`src/rtl/usb_tx_handshake_encoder.sv`:
```
// rtl/usb_tx_handshake_encoder.sv - full-speed USB ACK/NAK/DATA0 transmitter with bit stuffing and NRZI
// Optional DATA0 CRC16 trailer enabled by defining TX_CRC16_EN.
module usb_tx_handshake_encoder #(
    parameter int CLKS_PER_BIT = 8
) (
    input  logic       clk,
    input  logic       n_rst,
    input  logic       transmit_ack,
    input  logic       transmit_nack,
    input  logic       host_ready,
    input  logic [7:0] tx_data,
    output logic       d_plus,
    output logic       d_minus,
    output logic       tx_busy
);
    localparam int               DIV_W     = $clog2(2 * CLKS_PER_BIT) + 1;
    localparam logic [DIV_W-1:0] DIV_ONE   = DIV_W'(1);
    localparam logic [DIV_W-1:0] BIT_END   = DIV_W'(CLKS_PER_BIT - 1);
    localparam logic [DIV_W-1:0] SE0_END   = DIV_W'(2 * CLKS_PER_BIT - 1);
    localparam logic [7:0]       SYNC      = 8'h80;
    localparam logic [7:0]       PID_ACK   = 8'hD2;
    localparam logic [7:0]       PID_NAK   = 8'h5A;
    localparam logic [7:0]       PID_DATA0 = 8'hC3;
    localparam logic [5:0]       HS_LEN    = 6'd16;
`ifdef TX_CRC16_EN
    localparam logic [5:0]       DATA_LEN  = 6'd40;
`else
    localparam logic [5:0]       DATA_LEN  = 6'd24;
`endif

    typedef enum logic [2:0] {
        S_IDLE, S_LOAD, S_SHIFT, S_STUFF, S_EOP_SE0, S_EOP_J
    } state_t;

    state_t           r_state;
    logic             r_pend_ack;
    logic             r_pend_nack;
    logic             r_pend_data;
    logic [7:0]       r_data;
    logic [23:0]      r_shift;
    logic [5:0]       r_bit_idx;
    logic [5:0]       r_len;
    logic [2:0]       r_ones;
    logic [DIV_W-1:0] r_div;
    logic             r_level;
    logic             r_cur_bit;
    logic             r_dp;
    logic             r_dm;
    logic             r_busy;
`ifdef TX_CRC16_EN
    logic [15:0]      r_crc;
    logic [15:0]      w_crc_next;
`endif

    logic       w_bit;
    logic       w_level_next;
    logic [2:0] w_ones_next;
    logic       w_last;
    logic       w_bit_end;
    logic       w_stuff;
    logic       w_advance;

    // r_bit_idx counts bits already driven, so it also selects the next list bit
    always_comb begin
        w_bit = r_shift[0];
`ifdef TX_CRC16_EN
        if (r_bit_idx >= 6'd24)
            w_bit = ~r_crc[0];
`endif
    end

`ifdef TX_CRC16_EN
    always_comb begin
        w_crc_next = r_crc;
        if (r_bit_idx >= 6'd16 && r_bit_idx < 6'd24)
            w_crc_next = {1'b0, r_crc[15:1]} ^ ((r_crc[0] ^ w_bit) ? 16'hA001 : 16'h0000);
        else if (r_bit_idx >= 6'd24)
            w_crc_next = {1'b0, r_crc[15:1]};
    end
`endif

    assign w_level_next = w_bit ? r_level : ~r_level;
    assign w_ones_next  = r_cur_bit ? r_ones + 3'd1 : 3'd0;
    assign w_last       = (r_bit_idx == r_len);
    assign w_bit_end    = (r_div == BIT_END);
    assign w_stuff      = (w_ones_next == 3'd6);
    assign w_advance    = (r_state == S_LOAD)
                       || (r_state == S_SHIFT && w_bit_end && !w_stuff && !w_last)
                       || (r_state == S_STUFF && w_bit_end && !w_last);

    always_ff @(posedge clk) begin
        if (n_rst) begin
            r_state     <= S_IDLE;
            r_pend_ack  <= 1'b0;
            r_pend_nack <= 1'b0;
            r_pend_data <= 1'b0;
            r_data      <= '0;
            r_shift     <= '0;
            r_bit_idx   <= '0;
            r_len       <= '0;
            r_ones      <= '0;
            r_div       <= '0;
            r_level     <= 1'b1;
            r_cur_bit   <= 1'b0;
            r_dp        <= 1'b1;
            r_dm        <= 1'b0;
            r_busy      <= 1'b0;
`ifdef TX_CRC16_EN
            r_crc       <= 16'hFFFF;
`endif
        end else begin
            if (transmit_ack)
                r_pend_ack <= 1'b1;
            if (transmit_nack)
                r_pend_nack <= 1'b1;
            if (host_ready && !r_pend_data) begin
                r_pend_data <= 1'b1;
                r_data      <= tx_data;
            end
            r_div <= r_div + DIV_ONE;
            case (r_state)
                S_IDLE: begin
                    r_div     <= '0;
                    r_bit_idx <= '0;
                    r_ones    <= '0;
                    r_level   <= 1'b1;
`ifdef TX_CRC16_EN
                    r_crc     <= 16'hFFFF;
`endif
                    if (r_pend_nack) begin
                        r_pend_nack <= 1'b0;
                        r_shift     <= {8'h00, PID_NAK, SYNC};
                        r_len       <= HS_LEN;
                        r_state     <= S_LOAD;
                    end else if (r_pend_ack) begin
                        r_pend_ack <= 1'b0;
                        r_shift    <= {8'h00, PID_ACK, SYNC};
                        r_len      <= HS_LEN;
                        r_state    <= S_LOAD;
                    end else if (r_pend_data) begin
                        r_pend_data <= 1'b0;
                        r_shift     <= {r_data, PID_DATA0, SYNC};
                        r_len       <= DATA_LEN;
                        r_state     <= S_LOAD;
                    end
                end
                S_LOAD: begin
                    r_busy  <= 1'b1;
                    r_state <= S_SHIFT;
                end
                S_SHIFT: begin
                    if (w_bit_end) begin
                        r_ones <= w_ones_next;
                        // the stuff check precedes the end check so a trailing stuff still goes out
                        if (w_stuff) begin
                            r_state <= S_STUFF;
                            r_ones  <= '0;
                            r_level <= ~r_level;
                            r_dp    <= ~r_level;
                            r_dm    <= r_level;
                            r_div   <= '0;
                        end else if (w_last) begin
                            r_state <= S_EOP_SE0;
                            r_dp    <= 1'b0;
                            r_dm    <= 1'b0;
                            r_div   <= '0;
                        end
                    end
                end
                S_STUFF: begin
                    if (w_bit_end) begin
                        if (w_last) begin
                            r_state <= S_EOP_SE0;
                            r_dp    <= 1'b0;
                            r_dm    <= 1'b0;
                            r_div   <= '0;
                        end else begin
                            r_state <= S_SHIFT;
                        end
                    end
                end
                S_EOP_SE0: begin
                    if (r_div == SE0_END) begin
                        r_state <= S_EOP_J;
                        r_dp    <= 1'b1;
                        r_dm    <= 1'b0;
                        r_level <= 1'b1;
                        r_div   <= '0;
                    end
                end
                S_EOP_J: begin
                    if (w_bit_end) begin
                        r_state <= S_IDLE;
                        r_busy  <= 1'b0;
                        r_div   <= '0;
                    end
                end
                default: r_state <= S_IDLE;
            endcase
            if (w_advance) begin
                r_dp      <= w_level_next;
                r_dm      <= ~w_level_next;
                r_level   <= w_level_next;
                r_cur_bit <= w_bit;
                r_shift   <= r_shift >> 1;
                r_bit_idx <= r_bit_idx + 6'd1;
                r_div     <= '0;
`ifdef TX_CRC16_EN
                r_crc     <= w_crc_next;
`endif
            end
        end
    end

    assign d_plus  = r_dp;
    assign d_minus = r_dm;
    assign tx_busy = r_busy;

endmodule

```
`config.mk`:
```
export PLATFORM = sky130hd
export DESIGN_NAME = usb_tx_handshake_encoder
export DESIGN_NICKNAME = d
export VERILOG_FILES = /design/src/rtl/usb_tx_handshake_encoder.sv
export SDC_FILE = /design/constraint.sdc
export NUM_CORES = 1
export LEC_CHECK = 0
export ABC_AREA = 1
export CAP_MARGIN = 20
export CORE_ASPECT_RATIO = 1.2
export CORE_MARGIN = 2
export CORE_UTILIZATION = 64
export CTS_CLUSTER_SIZE = 8
export DETAILED_ROUTE_END_ITERATION = 8
export GPL_TIMING_DRIVEN = 0
export PLACE_DENSITY = 0.87
export SLEW_MARGIN = 20
export SYNTH_ARGS = -nofsm -noshare
export SYNTH_HDL_FRONTEND = slang
export SYNTH_SLANG_ARGS = --single-unit
```
`constraint.sdc`:
```
create_clock -name clk -period 3.7 [get_ports clk]
set_input_delay 0.74 -clock clk [delete_from_list [all_inputs] [get_ports clk]]
set_output_delay 0.74 -clock clk [all_outputs]
set_load 0.02 [all_outputs]
```
==> run summary, run 1 <==
Core area - 4330 um^2
Post-DP Area - 3130 um^2
Adder-cell share of the synthesized area - 0.0257
Synth area leaders - dfxtp_1, nand2_1, nor2_1
Die H - 78.0 um
Final hold violation count - 0
Remaining global-route overflow - 0
Critical path type - reg -> out
Slew Limit Fails - 0
Post-synthesis mux area share - 0
Peak per-stage delay on the critical path - 0.61 ns
DRC Markers - 0
Main combinational cell family by area after synthesis - simple AND/OR/NAND/NOR gates
Synth-to-Final Area Change - 13.6%
Clock-pin transition on the worst setup and hold timing paths - 0.07 ns
Vias in the first global route - 2655
Yosys top cell area share - 0.404
Final min period - 2.04 ns
RePlAce Congestion - 0.871
Net Count, Synth - 435
Hold_buf cts - 0
Area of the die - 5120 um^2
Setup repair after global routing missed its margin - false
FMAX - 490 MHz
TNS Setup - 0 ns
Nets - 460
Clk Latency, worst-skew pair - 0.34 ns
Mapped cell area - 2920 um^2
Share of layout cells above drive strength 1 - 0.108
Syn. warnings - 0
Slowest stage cell, crit path - clkdlybuf4s50_1
Post-Route Skew - 0.00775 ns
Post-synthesis sequential area ratio - 0.404
Largest net degree at the start of global routing - 11
Syn Inst Count - 416
IO Port Bufs - 14
Worst-Margin Slew - 0.486 ns
Synth cell types - 31
CP required - 2.96 ns
Antenna violations before repair - 0
Dominant cell type by area after synthesis - dfxtp_1
Max cap viols - 0
Leakage dissipation - 0.00141 uW
H-tree Lvls - 3
Max-Slew Margin vs Limit - 0.676
Hpwl dp - 4720 um
# setup viols final - 0
Post-synthesis xor/xnor area fraction - 0.0176
Register Area - 1180 um^2
Compound-gate portion of the synthesized area - 0.131
First-pass GRT wire length - 11300 um
#FFs+latches synth - 59
Chip Width - 65.7 um
Antenna diodes - 0
Worst endpoint data arrival time - 1.30 ns
Via density - 5.33
Buf+Inv Stages, Crit Path - 1
Simple-gate portion of the synthesized area - 0.334
Final Cycle Share - 0.552
Crit-path cells - clkdlybuf4s50_1
Total I/O pin count - 16
Setup crit start kind - register
Starting density of the core - 0.675
CP top delay family - buffers and inverters
CP max FO - 3
Post-CTS Resized - 0
Iter 0 DRT Violations - 232
Root Driver - clkbuf_8
Mean post-synth cell area - 7.02 um^2
Multi-input gate area - 1490 um^2
TritonCTS clock tree - yes
Status - complete, no violations
Num CTS Buffers - 9
Post-Route WL - 6650 um
Clock sink count - 59
Post-layout instance area - 3320 um^2
Number of fill cells - 322
Total GRT Usage - 0.286
Max clock buf depth - 2
PnR Total Power - 2260 uW
Avg WL per Cell - 13.2 um
Worst hold margin - 0.448 ns
Maximum VDD drop - 0.481 mV
Hold WC Path Type - reg -> reg
Post-DRT Antenna Nets - 0
Via count - 2676
Core Rows - 26
First-pass DRT Iterations - 5
Pwr Density - 680 nW/um^2
Crit end category - output pin
Setup repair bufs after CTS - 0
through the flow:
stage | util | instances | setup WS, ns
3_3_place_gp | 0.724 | 486 | 1.69
4_1_cts | 0.767 | 502 | 1.65
6_report | 0.767 | 502 | 1.66
2_1_floorplan | - | 416 | 2.00
3_5_place_dp | 0.724 | 486 | 1.65
5_1_grt | 0.767 | 502 | 1.44
sequential cells by signal, summed over array words and instances (netlist names):
signal and flops:
d_minus 1, d_plus 1, r_pend_ack 1, r_level 1
r_len 2, r_div 5, r_state 3, r_pend_data 1
r_cur_bit 1, tx_busy 1, r_data 8, r_pend_nack 1
r_ones 3, r_bit_idx 6, r_shift 24
cells in the mapped netlist:
master    count
nand3_1      16
a31oi_1       1
inv_2         6
nand4_1       6
dfxtp_1      59
nand3b_1      1
inv_1        43
o21ai_0      25
nand2_4       3
nor4_2        1
a21oi_2       1
xor2_1        3
nand2_1     105
nand3_4       2
buf_4         2
a21oi_1      41
xnor2_1       1
nand2_2       5
buf_6         3
o21bai_1      1
xnor2_2       1
nor2_2        3
nor2_1       56
clkbuf_1      6
nor3_1        6
or2_2         3
o211ai_1      2
ha_1          6
nand3_2       1
a211oi_1      2
nor2_4        5
layer usage:
layer  vias up  global-route usage  routed length, um
met4         0               0.152                155
met3        17              0.0487                258
li1       1376                   -                  -
met1      1205               0.316               2770
met5         -                   0                  0
met2        78               0.509               3460
layout by cell type, fill, tap and decap left out, drive strengths merged, types with 2 or more instances in the layout:
master           n
a211oi           2
a21oi           42
buf              5
clkbuf          20
clkdlybuf4s50   14
dfxtp           59
ha               6
inv             49
nand2          113
nand3           19
nand4            6
nor2            64
nor3             6
o211ai           2
o21ai           25
or2              3
xnor2            2
xor2             3
path summary, 6_finish.rpt:
check	start	to	slack, ns	cells past startpoint
max	d_plus$_SDFFE_PP1P_	d_plus	1.66	1
min	r_div[0]$_SDFF_PP0_	r_div[0]$_SDFF_PP0_	0.45	1
max reg2reg	r_ones[0]$_SDFFE_PP0P_	r_shift[21]$_SDFFE_PP0P_	1.67	13
min reg2reg	r_div[0]$_SDFF_PP0_	r_div[0]$_SDFF_PP0_	0.45	1
area by class of cell:
cell class,instances,share of cell area
clock inverters,2,0.0106
inverters,49,0.0554
flip-flops and latches,59,0.356
clock buffers,14,0.0460
plain buffers,11,0.0215
well taps,56,0.0211
repair buffers,14,0.0422
multi-input cells,297,0.447
where the power goes:
part | total [uW] | switching (uW) | internal, uW
Clock | 572 | 243 | 330
Sequential | 834 | 86.6 | 747
Combinational | 850 | 558 | 292
cell families after synthesis:
logic type      after synthesis
simple gates                213
xor+xnor                      5
fa+ha+maj                     6
flops                        59
compound gates               73
buf+inv                      60
Note: power is estimated with default switching activity, not from simulation.
==> run 2: changes to the inputs <==
- CORE_UTILIZATION: 64 -> 53
- PLACE_DENSITY: 0.87 -> 0.78
- clock period: 3.7 -> 1.75 ns (I/O delays scaled with it)
==> run 2 against run 1 <==
The flow now finishes with violations (negative setup slack). Count of clock-buffer cells in the layout grew 1. Clock skew grew 0.0024 ns. Via count grew 8.9%. Wire length grew 17%. Sequential power grew 120%. Total power grew 150%. Register-to-register slack lost 1.8 ns. Die area grew 20%. Global-route usage shrank 4.2 points. First-iteration DRC count grew 7.8%. Combinational power grew to 3.0 times the previous value. Largest power group unchanged.
==> run summary, run 2 (synthesis results as in run 1) <==
Status - finished, violations left
Failing checks - negative setup slack
Post-DRT Antenna Nets - 0
Critical path type - reg -> reg
Clock sink count - 59
First-pass DRT Iterations - 5
Final min period - 1.86 ns
Crit end category - register
Setup crit start kind - register
Crit path launch - r_ones[0]$_SDFFE_PP0P_
Largest register FFs - 24
TritonCTS clock tree - yes
Max cap viols - 0
Clk Latency, worst-skew pair - 0.34 ns
Most frequent CP cell - nor2_4
First-pass GRT wire length - 11600 um
Chip Width - 71.8 um
Antenna diodes - 0
PnR Total Power - 5640 uW
Worst-Margin Slew - 0.564 ns
Setup ws final - -0.107 ns
Antenna violations before repair - 0
CP required - 1.95 ns
Nets - 488
Vias in the first global route - 2618
Comb power frac - 0.449
Avg WL per Cell - 14.5 um
Final Cycle Share - 1.06
Hpwl dp - 4560 um
Max-Slew Margin vs Limit - 0.624
Critical R2R Launch - r_ones[0]$_SDFFE_PP0P_
Crit-path cells - ha_4 -> nand2_4 -> inv_2 -> nand2_2 -> nor2_4 -> nor2_4 -> nand2_4 -> nand2_2 -> nor2_4 -> buf_6 -> nand2_8 -> nand2_1 -> a21oi_1
Net Sw Power - 2250 uW
RePlAce Congestion - 0.895
Starting density of the core - 0.551
Num CTS Buffers - 9
Maximum VDD drop - 0.886 mV
Post-Route WL - 7770 um
Setup repair after global routing missed its margin - true
Max clock buf depth - 2
Slew Limit Fails - 0
Area of the die - 6120 um^2
Post-Route Skew - 0.0101 ns
Share of layout cells above drive strength 1 - 0.274
Largest net degree at the start of global routing - 11
Pwr Density - 1460 nW/um^2
Via density - 5.43
TNS Setup - -1.86 ns
FMAX - 538 MHz
Most frequent cells in the layout - nand2_1, dfxtp_1, nor2_1, inv_1, a21oi_1
Synth-to-Final Area Change - 32.1%
Root Driver - clkbuf_8
Iter 0 DRT Violations - 250
Slowest stage cell, crit path - dfxtp_4
Die H - 85.3 um
Net Sw Frac - 0.399
Internal power - 3390 uW
Leakage dissipation - 0.00164 uW
Final hold violation count - 0
Largest regs - r_shift: 24 flops, r_data: 8 flops, r_bit_idx: 6 flops
Clock power frac - 0.231
Remaining global-route overflow - 0
Clock-pin transition on the worst setup and hold timing paths - 0.07 ns
IO Port Bufs - 14
Fin util - 0.729
Sequential power share - 0.321
DRC Markers - 0
Worst endpoint data arrival time - 2.05 ns
Total I/O pin count - 16
Multi-input gate area - 1750 um^2
Hold WC Path Type - reg -> reg
CP max FO - 5
Peak per-stage delay on the critical path - 0.36 ns
Leading cell type in the layout, fill and taps excluded - nand2_1
Total GRT Usage - 0.243
Register Area - 1190 um^2
Number of fill cells - 381
H-tree Lvls - 3
# setup viols final - 35
Via count - 2913
Core Rows - 29
Core area - 5300 um^2
Reg with most FFs - r_shift
Hold_sp - r_data[3]$_SDFFE_PP0P_
## run 2: changes by cell type in the layout (fill, tap and decap cells not counted), sizes merged
cell and change:
buf +27, clkbuf +1, clkinv -1, nand2 +1
## run 2: cell type report
cell class | count | share of cell area
inverters | 49 | 0.0483
flip-flops and latches | 59 | 0.309
clock buffers | 15 | 0.0457
plain buffers | 11 | 0.0185
repair buffers | 41 | 0.0969
well taps | 62 | 0.0201
clock inverters | 1 | 0.00778
multi-input cells | 298 | 0.454
## run 2: stage by stage
step | setup slack [ns] | instances | cell area (um^2) | hold WS (ns)
detailed placement | -0.251 | 492 | 3140 | 0.446
global placement | -0.187 | 492 | 3140 | 0.430
global route | -0.177 | 536 | 3860 | 0.482
floorplan | 0.0499 | 416 | 2920 | 0.418
finish | -0.107 | 536 | 3860 | 0.455
CTS | -0.0322 | 526 | 3590 | 0.456
## run 2: path summary, 6_finish.rpt
check | to | slack [ns] | cells after the start
max | r_shift[16]$_SDFFE_PP0P_ | -0.11 | 13
min | r_data[3]$_SDFFE_PP0P_ | 0.46 | 2
max reg2reg | r_shift[16]$_SDFFE_PP0P_ | -0.11 | 13
min reg2reg | r_data[3]$_SDFFE_PP0P_ | 0.46 | 2
## run 2: power by group through the flow
stage / clock (uW) / combinational (uW) / sequential [uW]
after detailed placement: 0 / 1740 / 1780
after CTS: 1310 / 2070 / 1760
after floorplan: 0 / 1310 / 1780
after global placement: 0 / 1710 / 1770
final: 1300 / 2530 / 1810
after global routing: 1370 / 2740 / 1830
## run 2: critical path: cells and delay by family (launching register included)
family                   cells  cell delay, ns
AND/OR/NAND/NOR              9            0.80
flip-flops                   1            0.36
adder cells (fa/ha/maj)      1            0.27
buffers and inverters        2            0.23
AO/OA/AOI/OAI                1            0.06
## run 2: layer usage
| layer | wire length, um | up-vias | GRT usage |
|---|---|---|---|
| met5 | 0 | - | 0 |
| met4 | 331 | 0 | 0.136 |
| met3 | 345 | 32 | 0.0629 |
| met2 | 3930 | 83 | 0.398 |
| met1 | 3170 | 1360 | 0.287 |
| li1 | - | 1438 | - |
## run 2: repair_timing
action | 4_1_cts | 5_1_grt
setup endpoints to repair | 42 | 42
setup buffers | 17 | 9
pin swaps | 16 | 13
hold buffers | 0 | 0
resized for setup | 31 | 53
gates cloned | 1 | 1
==> run 3: changes to the inputs <==
- CORE_UTILIZATION: 53 -> 64
- PLACE_DENSITY: 0.78 -> 0.87
- clock period: 1.75 -> 2.18 ns (I/O delays scaled with it)
==> run 3 against run 2 <==
The flow now finishes without violations. Setup slack better by 0.29 ns. Sequential power decreased by 22%. Sequential share of layout area up 4.4 points. Non-clock buffer count shrank 25. Wire length fell by 14%. Die area fell by 16%. Register-to-register slack better by 0.29 ns. Critical endpoint is now r_shift[0]$_SDFFE_PP0P_. Largest power group unchanged.
==> run summary, run 3 (synthesis results as in run 1) <==
CP top delay family - simple AND/OR/NAND/NOR gates
Multi-input gate area - 1500 um^2
CP required - 2.43 ns
Leakage dissipation - 0.00142 uW
Post-DP Area - 3130 um^2
Pre-CTS WS - 0.193 ns
Iter 0 DRT Violations - 210
Crit-path cells - ha_1 -> nand2_2 -> inv_2 -> nand2_2 -> nor2_4 -> nor2_2 -> nand2_4 -> nand3_4 -> nor2_4 -> buf_6 -> nand2_1 -> a21oi_1
Post-Route WL - 6700 um
IO Port Bufs - 14
Post-DRT Antenna Nets - 0
Core area - 4330 um^2
Hpwl dp - 4720 um
Antenna violations before repair - 0
Die H - 78.0 um
Setup repair after global routing missed its margin - false
First-pass DRT Iterations - 6
Final Cycle Share - 0.917
Num CTS Buffers - 9
Max cap viols - 0
Core Rows - 26
Setup ws final - 0.180 ns
Reg-to-reg slack, setup - 0.18 ns
Starting density of the core - 0.675
Maximum VDD drop - 0.815 mV
Critical path type - reg -> reg
Nets - 462
Post-layout instance area - 3350 um^2
Final hold violation count - 0
Largest net degree at the start of global routing - 11
Max clock buf depth - 2
Remaining global-route overflow - 0
DRC Markers - 0
Largest regs - r_shift: 24 flops, r_data: 8 flops, r_bit_idx: 6 flops
Setup crit start kind - register
Slowest stage cell, crit path - dfxtp_1
Antenna diodes - 0
Reg with most FFs - r_shift
Clock-pin transition on the worst setup and hold timing paths - 0.07 ns
Worst hold margin - 0.451 ns
Via count - 2745
TritonCTS clock tree - yes
Root Driver - clkbuf_8
Final min period - 2.00 ns
Most frequent cells in the layout - nand2_1, dfxtp_1, nor2_1, inv_1, a21oi_1
Largest register FFs - 24
CP max FO - 10
Status - complete, no violations
Crit end category - register
Peak per-stage delay on the critical path - 0.35 ns
Post-Route Skew - 0.00674 ns
Leading cell type in the layout, fill and taps excluded - nand2_1
Hold WC Path Type - reg -> reg
# setup viols final - 0
Buf+Inv Stages, Crit Path - 2
Chip Width - 65.7 um
FMAX - 500 MHz
RePlAce Congestion - 0.871
Clk Latency, worst-skew pair - 0.33 ns
Share of layout cells above drive strength 1 - 0.114
Total I/O pin count - 16
Vias in the first global route - 2655
H-tree Lvls - 3
Avg WL per Cell - 13.3 um
TNS Setup - 0 ns
Worst-Margin Slew - 0.469 ns
Via density - 5.45
Hold_buf cts - 0
Clock sink count - 59
Worst endpoint data arrival time - 2.25 ns
Max-Slew Margin vs Limit - 0.685
Total GRT Usage - 0.286
Area of the die - 5120 um^2
Slew Limit Fails - 0
Synth-to-Final Area Change - 14.6%
Register Area - 1180 um^2
First-pass GRT wire length - 11300 um
Number of fill cells - 320
Pwr Density - 1160 nW/um^2
==> run 3: changes by cell type in the layout (fill, tap and decap cells not counted), moves of 4 or more <==
cell | previous run | this run
a21oi_1 | 31 | 41
a21oi_2 | 11 | 1
buf_4 | 23 | 4
buf_6 | 8 | 3
dfxtp_1 | 53 | 59
dfxtp_2 | 5 | 0
inv_1 | 39 | 43
nand2_1 | 91 | 105
nand2_2 | 15 | 5
nor2_1 | 42 | 55
nor2_2 | 7 | 3
nor2_4 | 15 | 6
==> run 3: worst paths after layout <==
check                                  to              startpoint  cells past startpoint
setup / recovery  r_shift[0]$_SDFFE_PP0P_  r_ones[0]$_SDFFE_PP0P_                     12
hold / removal        r_div[0]$_SDFF_PP0_     r_div[0]$_SDFF_PP0_                      1
setup reg to reg  r_shift[0]$_SDFFE_PP0P_  r_ones[0]$_SDFFE_PP0P_                     12
hold reg to reg       r_div[0]$_SDFF_PP0_     r_div[0]$_SDFF_PP0_                      1
==> run 3: repair_timing <==
action / 4_1_cts / 5_1_grt
resized for setup: 0 / 3
endpoints found under the setup margin: 0 / 16
hold endpoints to repair: 0 / 0
setup buffers: 0 / 2
==> run 3: routing by layer <==
layer	global-route usage	wire (um)	up-vias
met3	0.0487	292	20
met5	0	0	-
met1	0.316	2740	1246
met4	0.152	182	0
li1	-	-	1387
met2	0.509	3480	92
==> run 3: layout make-up <==
cell class / count / area share
plain buffers: 11 / 0.0213
clock buffers: 14 / 0.0456
clock inverters: 2 / 0.0105
inverters: 49 / 0.0549
multi-input cells: 297 / 0.448
flip-flops and latches: 59 / 0.353
well taps: 56 / 0.0209
repair buffers: 16 / 0.0463
==> run 3: through the flow <==
stage | utilization | cells | total power [uW]
6_report | 0.774 | 504 | 3880
5_1_grt | 0.774 | 504 | 4120
4_1_cts | 0.767 | 502 | 3810
3_5_place_dp | 0.724 | 486 | 2830
3_3_place_gp | 0.724 | 486 | 2790
2_1_floorplan | - | 416 | 2480
==> run 3: where the power goes <==
part	switching, uW	leakage (uW)	internal [uW]
Sequential	148	0.000483	1270
Clock	409	0.0000947	560
Combinational	968	0.000843	528
==> variant 1 (settings of run 2) <==
The option `TX_CRC16_EN` is turned on by a define.
--- a/src/rtl/usb_tx_handshake_encoder.sv
+++ b/src/rtl/usb_tx_handshake_encoder.sv
@@ -1,5 +1,7 @@
 // rtl/usb_tx_handshake_encoder.sv - full-speed USB ACK/NAK/DATA0 transmitter with bit stuffing and NRZI
 // Optional DATA0 CRC16 trailer enabled by defining TX_CRC16_EN.
+`define TX_CRC16_EN
+
 module usb_tx_handshake_encoder #(
     parameter int CLKS_PER_BIT = 8
 ) (
Behaviour: same outputs for any inputs over 10 cycles, from zero or initial values and one cycle with n_rst high; that may be too few to reach the edited logic, so the function may still have changed.
==> variant 1 against run 2 <==
The flow still finishes with violations (negative setup slack). Power is 79% higher. Critical path depth is the same. Combinational power rose to 2.5 times the old value. Setup slack lost 0.14 ns. Area after synthesis grew 26%. Count of clock-buffer cells in the layout decreased by 3. Cell area up 31%. Clock power is 10% lower. Sequential cell count rose by 16. Sequential share of layout area down 1.0 points. Routed wire length grew 41%.
==> variant 1: results (changes against run 2) <==
| Metric | Value |
|---|---|
| Sequential fraction of the synthesis area | 0.409 (+0.00513) |
| Reg power frac | 0.247 (-0.074) |
| NetSw | 0.00469 W (+110%) |
| Adder-cell area share of the yosys netlist | 0.0205 (-0.00523) |
| P_clk | 0.00117 W (-10%) |
| Largest fanout on the critical path | 8 (+3) |
| Placed Cells | 634 (+29%) |
| Met3 Usage GRT | 0.0540 (-0.00897) |
| Worst ir drop on vdd | 1.38 mV (+56%) |
| GR Util All Layers | 0.267 (+0.0236) |
| Top cell type's share of synthesized area | 0.409 (+0.00513) |
| Largest net degree at the start of global routing | 12 (+1) |
| Clk root buf | clkbuf_8 |
| Met1 Track Usage GR | 0.326 (+0.0389) |
| Hold WS | 0.462 ns (+0.00695 ns) |
| Skew final | 0.0133 ns (+0.00316 ns) |
| WL met3 | 632 um (+83%) |
| Final hold vios | 0 (unchanged) |
| I/O Buffers | 15 (+1) |
| Most frequent cells after synthesis | nand2_1, dfxtp_1, inv_1 |
| Worst setup margin | -0.248 ns (-0.141 ns) |
| Vias per inst | 5.67 (+4.3%) |
| First-pass GRT wire length | 15,900 um (+37%) |
| Synth Area in Compound Gates | 0.112 (-0.0191) |
| Failing checks | negative setup slack |
| Post-CTS setup buffers | 27 (+10) |
| Post-DR wirelength/cell | 16.0 um (+10%) |
| Distinct cells, synth | 30 (-3.2%) |
| GRT met2 Usage | 0.464 (+0.0657) |
| Clock share of power | 0.116 (-0.115) |
| Layout cells sized above 1 | 0.332 (+0.0580) |
| Slowest stage delay, CP | 0.38 ns (+0.02 ns) |
| Met1 WL | 4290 um (+36%) |
| Pre-CTS setup slack | -0.352 ns (-0.101 ns) |
| Post-DP HPWL | 5790 um (+27%) |
| Via count | 3,889 (+34%) |
| Vias in the first global route | 3,436 (+31%) |
| Slew HR | 0.527 (-0.0971) |
| Initial DRC Count | 271 (+8.4%) |
| Largest cells by area after synthesis | dfxtp_1, nand2_1, a21oi_1 |
| Area after DPL | 3950 um^2 (+26%) |
| Final setup vio count | 53 (+51%) |
| Syn_nets | 551 (+27%) |
| # fillers | 455 (+19%) |
| Nets | 614 (+26%) |
| YS warnings | 0 (unchanged) |
| Post-synthesis cell count | 532 (+28%) |
| Fin Setup TNS | -7.61 ns (-5.75 ns) |
| Met2 wire length | 5550 um (+41%) |
| Status | complete, but fails checks |
| Crit path DAT | 2.28 ns (+0.23 ns) |
| Critical Path Slowest Stage Cell | dfxtp_1 |
| Biggest registers after layout | r_shift: 24 flops, r_crc: 16 flops, r_data: 8 flops |
| CTS resizes | 70 (+130%) |
| Routability cong. | 0.881 (-1.5%) |
| Clk_lat worst skew | 0.36 ns (+0.02 ns) |
| Max Root-Sink Buffers | 2 (unchanged) |
| Leakage | 2.31 nW (+40%) |
| Post-Synth XOR/XNOR Area | 0.0143 (-0.00323) |
variant 1: worst paths after layout:
| kind | startpoint | to | cells after the start |
|---|---|---|---|
| hold / removal | r_crc[2]$_SDFFE_PP1P_ | r_crc[2]$_SDFFE_PP1P_ | 2 |
| hold reg to reg | r_crc[2]$_SDFFE_PP1P_ | r_crc[2]$_SDFFE_PP1P_ | 2 |
| setup / recovery | r_bit_idx[3]$_SDFFE_PP0P_ | r_crc[14]$_SDFFE_PP1P_ | 13 |
| setup reg to reg | r_bit_idx[3]$_SDFFE_PP0P_ | r_crc[14]$_SDFFE_PP1P_ | 13 |
variant 1: cell type report:
cell class / count / area [um^2] / area share
multi-input combinational: 376 / 2350 / 0.464
sequential: 75 / 1510 / 0.299
timing repair buffer: 52 / 513 / 0.101
inverter: 59 / 229 / 0.0453
buffer: 22 / 189 / 0.0373
clock buffer: 12 / 145 / 0.0287
tap: 87 / 109 / 0.0215
clock inverter: 3 / 15.0 / 0.00297
==> variant 2 (config.mk and constraints of run 2) <==
Without the edit above. Encoding of `state_t`: now one-hot (6 bits for 6 states).
--- a/src/rtl/usb_tx_handshake_encoder.sv
+++ b/src/rtl/usb_tx_handshake_encoder.sv
@@ -28,8 +28,8 @@
     localparam logic [5:0]       DATA_LEN  = 6'd24;
 `endif
 
-    typedef enum logic [2:0] {
-        S_IDLE, S_LOAD, S_SHIFT, S_STUFF, S_EOP_SE0, S_EOP_J
+    typedef enum logic [5:0] {
+        S_IDLE = 6'b000001, S_LOAD = 6'b000010, S_SHIFT = 6'b000100, S_STUFF = 6'b001000, S_EOP_SE0 = 6'b010000, S_EOP_J = 6'b100000
     } state_t;
 
     state_t           r_state;
Function: no difference found for any inputs over 10 cycles, from zero or initial values and one cycle with n_rst high; not proved beyond that.
==> variant 2 against run 2 <==
The run still ends with negative setup slack left. Sequential cell count is 3 higher. Area after synthesis rose by 3.6%. Die area rose by 3.5%. Power shrank 15%. Setup slack improved by 0.063 ns. Largest power group is now sequential cells. Routed wire length rose by 2.8%. Global-route usage decreased by 0.21 points. Critical path depth is 3 lower. Clock power rose by 8%. Cell area increased by 2.6%.
==> variant 2: results (changes against run 2) <==
| Metric | Value |
|---|---|
| Worst setup margin | -0.0445 ns (+0.0627 ns) |
| Slowest stage delay, CP | 0.34 ns (-0.02 ns) |
| Adder-cell area share of the yosys netlist | 0.0248 (-0.000903) |
| Met3 Usage GRT | 0.0640 (+0.00101) |
| Vias in the first global route | 2,631 (+0.50%) |
| Post-DP HPWL | 4840 um (+6.2%) |
| Slew HR | 0.563 (-0.0604) |
| Leakage | 1.70 nW (+3.5%) |
| Final setup vio count | 1 (-97%) |
| GR Util All Layers | 0.241 (-0.00212) |
| Met1 WL | 3220 um (+1.6%) |
| Routability cong. | 0.822 (-8.2%) |
| Post-synthesis cell count | 434 (+4.3%) |
| Largest fanout on the critical path | 4 (-1) |
| Skew final | 0.00933 ns (-0.000775 ns) |
| Worst ir drop on vdd | 1.13 mV (+28%) |
| Layout cells sized above 1 | 0.221 (-0.0530) |
| WL met3 | 544 um (+58%) |
| Nets | 502 (+2.9%) |
| Placed Cells | 513 (+4.3%) |
| Status | complete, but fails checks |
| Failing checks | negative setup slack |
| Distinct cells, synth | 30 (-3.2%) |
| Met2 wire length | 3870 um (-1.5%) |
| Syn_nets | 453 (+4.1%) |
| Synth Area in Compound Gates | 0.113 (-0.0178) |
| Hold WS | 0.462 ns (+0.00646 ns) |
==> variant 2: through the flow <==
| stage | setup slack [ns] | area [um^2] |
|---|---|---|
| floorplan | 0.0688 | 3030 |
| CTS | 0.000649 | 3670 |
| global placement | -0.204 | 3260 |
| global route | -0.109 | 3960 |
| detailed placement | -0.237 | 3260 |
| finish | -0.0445 | 3960 |
==> variant 2: what timing repair did <==
action,CTS,global route
endpoints found under the setup margin,44,43
pin swaps,9,20
setup buffers,8,13
endpoints found under the hold margin,0,0
cloned,1,1
gates resized for setup,30,48
==> variant 2: kinds of logic after synthesis <==
logic type | Yosys count
AO/OA/AOI/OAI | 63
XOR/XNOR | 3
adder cells (fa/ha/maj) | 6
buffers and inverters | 69
flip-flops | 62
AND/OR/NAND/NOR | 231
==> variant 2: path summary, 6_finish.rpt <==
| kind | start | to | cells past startpoint |
|---|---|---|---|
| max reg2reg | r_ones[1]$_SDFFE_PP0P_ | r_state[4]$_SDFFE_PP0P_ | 10 |
| min | r_data[4]$_SDFFE_PP0P_ | r_data[4]$_SDFFE_PP0P_ | 2 |
| max | r_ones[1]$_SDFFE_PP0P_ | r_state[4]$_SDFFE_PP0P_ | 10 |
| min reg2reg | r_data[4]$_SDFFE_PP0P_ | r_data[4]$_SDFFE_PP0P_ | 2 |
==> variant 2: layout make-up <==
| class | instances | area, um^2 |
|---|---|---|
| Buffer | 13 | 95.1 |
| Clock buffer | 12 | 145 |
| Clock inverter | 4 | 70.1 |
| Fill cell | 429 | 1630 |
| Inverter | 56 | 213 |
| Multi-Input combinational cell | 304 | 1750 |
| Sequential cell | 62 | 1260 |
| Tap cell | 64 | 80.1 |
| Timing Repair Buffer | 37 | 352 |
==> variant 2: power by group <==
part	switching [W]	internal [W]
Clock	0.000566	0.000837
Sequential	0.000142	0.00161
Combinational	0.00105	0.000604
